### config.mk
export PLATFORM = sky130hd
export DESIGN_NAME = hdlc_deframer
export DESIGN_NICKNAME = d
export VERILOG_FILES = /design/src/rtl/hdlc_deframer.sv
export SDC_FILE = /design/constraint.sdc
export NUM_CORES = 1
export LEC_CHECK = 0
export ABC_AREA = 1
export ABC_CLOCK_PERIOD_IN_PS = 2500
export CAP_MARGIN = 30
export CORE_ASPECT_RATIO = 0.5
export CORE_MARGIN = 8
export CORE_UTILIZATION = 53
export DETAILED_ROUTE_END_ITERATION = 6
export PLACE_DENSITY_LB_ADDON = 0.2
export SLEW_MARGIN = 10
export SYNTH_ARGS = -nofsm -noshare
export SYNTH_HDL_FRONTEND = slang
export SYNTH_SLANG_ARGS = --single-unit
export TNS_END_PERCENT = 30
### constraint.sdc
create_clock -name clk -period 2.5 [get_ports clk]
set_clock_uncertainty 0.05 [all_clocks]
set_input_delay 0.25 -clock clk [delete_from_list [all_inputs] [get_ports clk]]
set_output_delay 0.25 -clock clk [all_outputs]
set_load 0.05 [all_outputs]
### src/rtl/hdlc_deframer.sv
// hdlc_deframer: HDLC receive deframer - drops stuffed zeros and flag bits, assembles LSB-first bytes, reports good/bad/aborted frames.
// Optional CRC-16/X.25 frame check sequence validation is enabled by defining HDLC_DEFRAMER_FCS_EN.
module hdlc_deframer #(
  parameter int MIN_BYTES = 4
) (
  input  logic       clk,
  input  logic       areset_n,
  input  logic       in,
  input  logic       disc,
  input  logic       flag,
  input  logic       err,
  output logic [7:0] out_byte,
  output logic       out_valid,
  output logic       out_sof,
  output logic       frame_ok,
  output logic       frame_bad,
  output logic       frame_abort
);
  localparam logic [1:0] HUNT = 2'd0;
  localparam logic [1:0] OPEN = 2'd1;
  localparam logic [1:0] DATA = 2'd2;

  logic [1:0]  state_q, state_d;
  logic [7:0]  dbit_q, dbit_d, dval_q, dval_d;
  logic [7:0]  sh_q, sh_d, sh_base;
  logic [2:0]  bcnt_q, bcnt_d, bcnt_base;
  logic [15:0] bytes_q, bytes_d, bytes_base;
  logic [7:0]  byte_q, byte_d;
  logic        valid_q, valid_d, sof_q, sof_d;
  logic        ok_q, ok_d, bad_q, bad_d, abort_q, abort_d;
  logic        commit, crc_ok, good;

  // the bit leaving the 8-deep delay line is data only inside a frame and never on a flag/err edge
  assign commit = dval_q[7] && (state_q != HUNT) && !flag && !err;

`ifdef HDLC_DEFRAMER_FCS_EN
  logic [15:0] crc_q, crc_d;
  logic        fb;
  assign fb     = crc_q[0] ^ dbit_q[7];
  assign crc_ok = crc_q == 16'hF0B8;
  // CRC preset on every flag, one reflected update per committed bit
  always_comb begin
    crc_d = flag ? 16'hFFFF : commit ? (crc_q >> 1) ^ (fb ? 16'h8408 : 16'h0000) : crc_q;
  end
  // CRC register
  always_ff @(posedge clk or negedge areset_n) begin
    if (!areset_n) crc_q <= 16'h0000;
    else           crc_q <= crc_d;
  end
`else
  assign crc_ok = 1'b1;
`endif

  assign good = (bcnt_q == 3'd0) && (bytes_q >= 16'(MIN_BYTES)) && crc_ok;

  // delay line, byte assembly, frame state and result pulses
  always_comb begin
    dbit_d     = {dbit_q[6:0], in};
    dval_d     = err ? 8'h00 : flag ? 8'h01 : {dval_q[6:0], 1'b1} & ~{6'b0, disc, 1'b0};
    sh_base    = (state_q == OPEN) ? 8'h00 : sh_q;
    bcnt_base  = (state_q == OPEN) ? 3'd0 : bcnt_q;
    bytes_base = (state_q == OPEN) ? 16'd0 : bytes_q;
    sh_d       = commit ? {dbit_q[7], sh_base[7:1]} : sh_q;
    bcnt_d     = commit ? bcnt_base + 3'd1 : bcnt_q;
    valid_d    = commit && (bcnt_base == 3'd7);
    byte_d     = valid_d ? sh_d : byte_q;
    sof_d      = valid_d && (bytes_base == 16'd0);
    bytes_d    = commit ? bytes_base + {15'd0, valid_d && (bytes_base != 16'hFFFF)} : bytes_q;
    state_d    = err ? HUNT : flag ? OPEN : commit ? DATA : state_q;
    ok_d       = !err && flag && (state_q == DATA) && good;
    bad_d      = !err && flag && (state_q == DATA) && !good;
    abort_d    = err && (state_q == DATA);
  end

  // state registers; outputs are registered and clear asynchronously
  always_ff @(posedge clk or negedge areset_n) begin
    if (!areset_n) begin
      state_q <= HUNT;
      dbit_q  <= 8'h00;
      dval_q  <= 8'h00;
      sh_q    <= 8'h00;
      bcnt_q  <= 3'd0;
      bytes_q <= 16'd0;
      byte_q  <= 8'h00;
      valid_q <= 1'b0;
      sof_q   <= 1'b0;
      ok_q    <= 1'b0;
      bad_q   <= 1'b0;
      abort_q <= 1'b0;
    end else begin
      state_q <= state_d;
      dbit_q  <= dbit_d;
      dval_q  <= dval_d;
      sh_q    <= sh_d;
      bcnt_q  <= bcnt_d;
      bytes_q <= bytes_d;
      byte_q  <= byte_d;
      valid_q <= valid_d;
      sof_q   <= sof_d;
      ok_q    <= ok_d;
      bad_q   <= bad_d;
      abort_q <= abort_d;
    end
  end

  assign out_byte    = byte_q;
  assign out_valid   = valid_q;
  assign out_sof     = sof_q;
  assign frame_ok    = ok_q;
  assign frame_bad   = bad_q;
  assign frame_abort = abort_q;
endmodule

==> flow_summary.toml <==
[die]
die_w_um = 119
rows = 18
dieArea_sq_um = 8050
start_util = 0.561
num_io_pins = 19
coreArea_sq_um = 5020
die_h_um = 67.6

[detailed_routing]
top_layer = "met4"
ant_nets = 0
avgRoutedWirePerCell_um = 13.5
drt_wl_total_mm = 5.72
firstDrtPassIters = 4
drt_iter0_markers = 147
wl_met2_mm = 2.62
num_vias = 2125
wl_met3_um = 334
drc = 0
avgViaCountPerCell = 5.02
met1Wirelength_mm = 2.65

[worst_setup_path]
crit_arrival_ns = 2.51
worst_path_max_delay_cell = "dfrtp_1"
worstSetupPathType = "reg -> reg"
cpPeakStageDelay_ns = 0.45
cp-start-kind = "flop"
crit_path_end_kind = "flop"
worstPathRequired_ns = 2.68
crit_top_cell = "ha_4"
path_max_fanout = 6
cp_cell_sequence = "nand2_4 > inv_6 > nor2_4 > ha_2 > ha_4 > inv_2 > nor2_8 > inv_4 > nor2_4 > ha_4 > ha_4 > nand4_2 > nor2_2 > nand2_1 > xor2_1"

[cells_and_area]
diodes = 0
fin_nets = 359
drive_gt1_frac = 0.215
final_area_sq_um = 3380
area_delta_synth_final_pct = 19.9
fin_cells = 423

[yosys]
synth_cells = 318
synth_cell_types = 30
synth_seq_cells = 57
ys_warn_count = 0
synth_nets = 329
netlist_area_sq_um = 2820
yosysSeqAreaShare = 0.506
syn_avg_cell_area_sq_um = 8.86

[power_and_ir_drop]
ir_worst_vdd_uv = 266
p_int_w = 0.00154
p_seq_frac = 0.475
switchingPower_w = 0.000426
combPwrFrac = 0.039
p_leak_nw = 1.64
power.total_w = 0.00197
p_sw_frac = 0.216
p_per_area_nw_per_um2 = 582
p_clk_frac = 0.485

[sta]
fmax_mhz = 429
period_needed_ns = 2.33
max_slew.worst_pin.slew_ns = 0.648
final_max_slew_viol_count = 0
setup_viol = 0
hold_viol_final = 0
fin_crit_sh = 0.933
slew_headroom = 0.568
fin_tns_setup_ns = 0
rsz0062_at_grt = "false"

[clock_network]
root_buffer = "clkbuf_8"
clkTransAtPathRegs_ns = 0.06
clock_path_buffers = 2
cts_tree = "done"
clock_latency_ns = 0.34
cts_sinks = 57
cts-htree-levels = 3
cts_inserted_buffers = 9

[global_routing]
grt_pass1_vias = 2163
grt_max_degree = 30
grt_pass1_wl_mm = 9.99
grt_use_total = 0.159
antenna_found_initial = 0
overflow = 0

[outcome]
outcome = "complete, no violations"

[place]
dpl.hpwl_mm = 4.09
dp.cells = 405
io_buffer_count = 18
placed_area_sq_um = 3130
place.gp.congestion = 0.914

[run]
cap_viol_max_count = 0

[worst_hold_path]
hold_path_class = "reg -> reg"
[cell usage in the layout, fill, tap and decap left out, types with 2 or more instances in the layout]
cell type / instances
xor2_1: 3
nand3_4: 2
bufinv_16: 2
o21ai_0: 6
nor2_8: 3
nand4_1: 8
nand3_2: 4
nand2_4: 2
clkdlybuf4s50_1: 17
nor2_2: 8
nand3b_1: 2
nand2_2: 8
clkinv_2: 2
buf_4: 5
inv_2: 7
nand2_1: 83
nor3_1: 5
xnor2_1: 4
ha_4: 3
inv_1: 30
a21oi_1: 5
nand3_1: 16
nor2_1: 37
dfrtp_1: 57
nand4_2: 2
clkbuf_8: 10
o21ai_2: 6
nor2_4: 4
[per-layer routing]
layer,up-vias,GRT usage
li1,1058,-
met1,999,0.191
met2,60,0.249
met3,8,0.0732
met4,0,0.0655
met5,-,0
[final timing paths]
| path | cells past startpoint | slack (ns) | to | start |
|---|---|---|---|---|
| hold reg to reg | 0 | 0.30 | dbit_q[7]$_DFF_PN0_ | dbit_q[6]$_DFF_PN0_ |
| max in group asynchronous | 3 | 1.39 | bytes_q[0]$_DFFE_PN0N_ | areset_n |
| min in group asynchronous | 2 | 0.43 | bytes_q[2]$_DFFE_PN0N_ | areset_n |
| setup / recovery | 15 | 0.17 | bytes_q[8]$_DFFE_PN0N_ | state_q[0]$_DFFE_PN0P_ |
| setup reg to reg | 15 | 0.17 | bytes_q[8]$_DFFE_PN0N_ | state_q[0]$_DFFE_PN0P_ |
| hold / removal | 0 | 0.30 | dbit_q[7]$_DFF_PN0_ | dbit_q[6]$_DFF_PN0_ |
[critical path, delay by kind of cell (launching register included)]
kind	cells	cell delay, ns
buffers and inverters	3	0.15
adders and majority gates	4	0.61
xor gates and xnor gates	1	0.14
DFF	1	0.45
and+or+nand+nor	7	0.80
[logic make-up after synthesis]
family                   share of synthesized area
adder cells (fa/ha/maj)                     0.0222
AND/OR/NAND/NOR                              0.330
buffers and inverters                       0.0764
XOR/XNOR                                    0.0218
flip-flops                                   0.506
AO/OA/AOI/OAI                               0.0431
[cells in the mapped netlist]
master | count | area, sq um
o21ai_2 | 6 | 52.6
buf_6 | 3 | 33.8
nand4_1 | 8 | 50.1
nor2_4 | 2 | 22.5
nand3_2 | 4 | 40.0
nor2_1 | 40 | 150
ha_1 | 5 | 62.6
o21ai_0 | 6 | 30.0
nand3b_1 | 2 | 15.0
nand3_4 | 2 | 35.0
inv_4 | 1 | 6.26
nand2_1 | 83 | 312
a21oi_1 | 5 | 25.0
buf_2 | 2 | 10.0
xnor2_1 | 4 | 35.0
nand2_2 | 8 | 50.1
buf_4 | 1 | 7.51
nand3_1 | 16 | 80.1
nand2_4 | 2 | 22.5
inv_1 | 31 | 116
dfrtp_1 | 57 | 1430
nor2_8 | 3 | 60.1
a31o_2 | 1 | 8.76
inv_2 | 7 | 26.3
nor2_2 | 7 | 43.8
buf_8 | 1 | 15.0
xor2_1 | 3 | 26.3
nor3_1 | 5 | 25.0
o21ai_1 | 1 | 5.00
nand4_2 | 2 | 25.0
[registers in the layout (all words and copies together), names as in the netlist]
| signal | count |
|---|---|
| out_byte | 8 |
| bcnt_q | 3 |
| frame_ok | 1 |
| frame_abort | 1 |
| frame_bad | 1 |
| out_sof | 1 |
| dval_q | 8 |
| state_q | 2 |
| out_valid | 1 |
| sh_q | 7 |
| bytes_q | 16 |
| dbit_q | 8 |
[power groups by stage]
stage / Sequential (W) / Clock, W / Combinational, W
floorplan: 0.000952 / 0 / 0.0000419
global placement: 0.000953 / 0 / 0.0000731
detailed placement: 0.000953 / 0 / 0.0000753
CTS: 0.000936 / 0.000973 / 0.0000776
global route: 0.000936 / 0.00102 / 0.0000876
finish: 0.000936 / 0.000955 / 0.0000774
[per-stage QoR]
step / setup slack (ns) / hold WS [ns] / utilization
after detailed placement: 0.0971 / 0.265 / 0.623
after floorplan: 0.0187 / -0.0956 / -
after global routing: 0.00912 / 0.295 / 0.673
after global placement: 0.163 / 0.256 / 0.623
after CTS: 0.0933 / 0.301 / 0.669
final: 0.168 / 0.299 / 0.673
[final cells by class]
| class | count | area [sq um] |
|---|---|---|
| clock buffers | 11 | 141 |
| clock inverters | 5 | 78.8 |
| fillers | 401 | 1640 |
| inverters | 39 | 154 |
| multi-input cells | 215 | 1230 |
| flip-flops and latches | 57 | 1430 |
| well taps | 70 | 87.6 |
| repair buffers | 26 | 258 |
[timing repair]
action	in CTS	in global routing
endpoints found under the setup margin	0	14
endpoints found under the hold margin	28	0
gates resized for setup	0	4
buffers inserted	0	1
hold buffers	1	0
(Power assumes the default switching activity.)
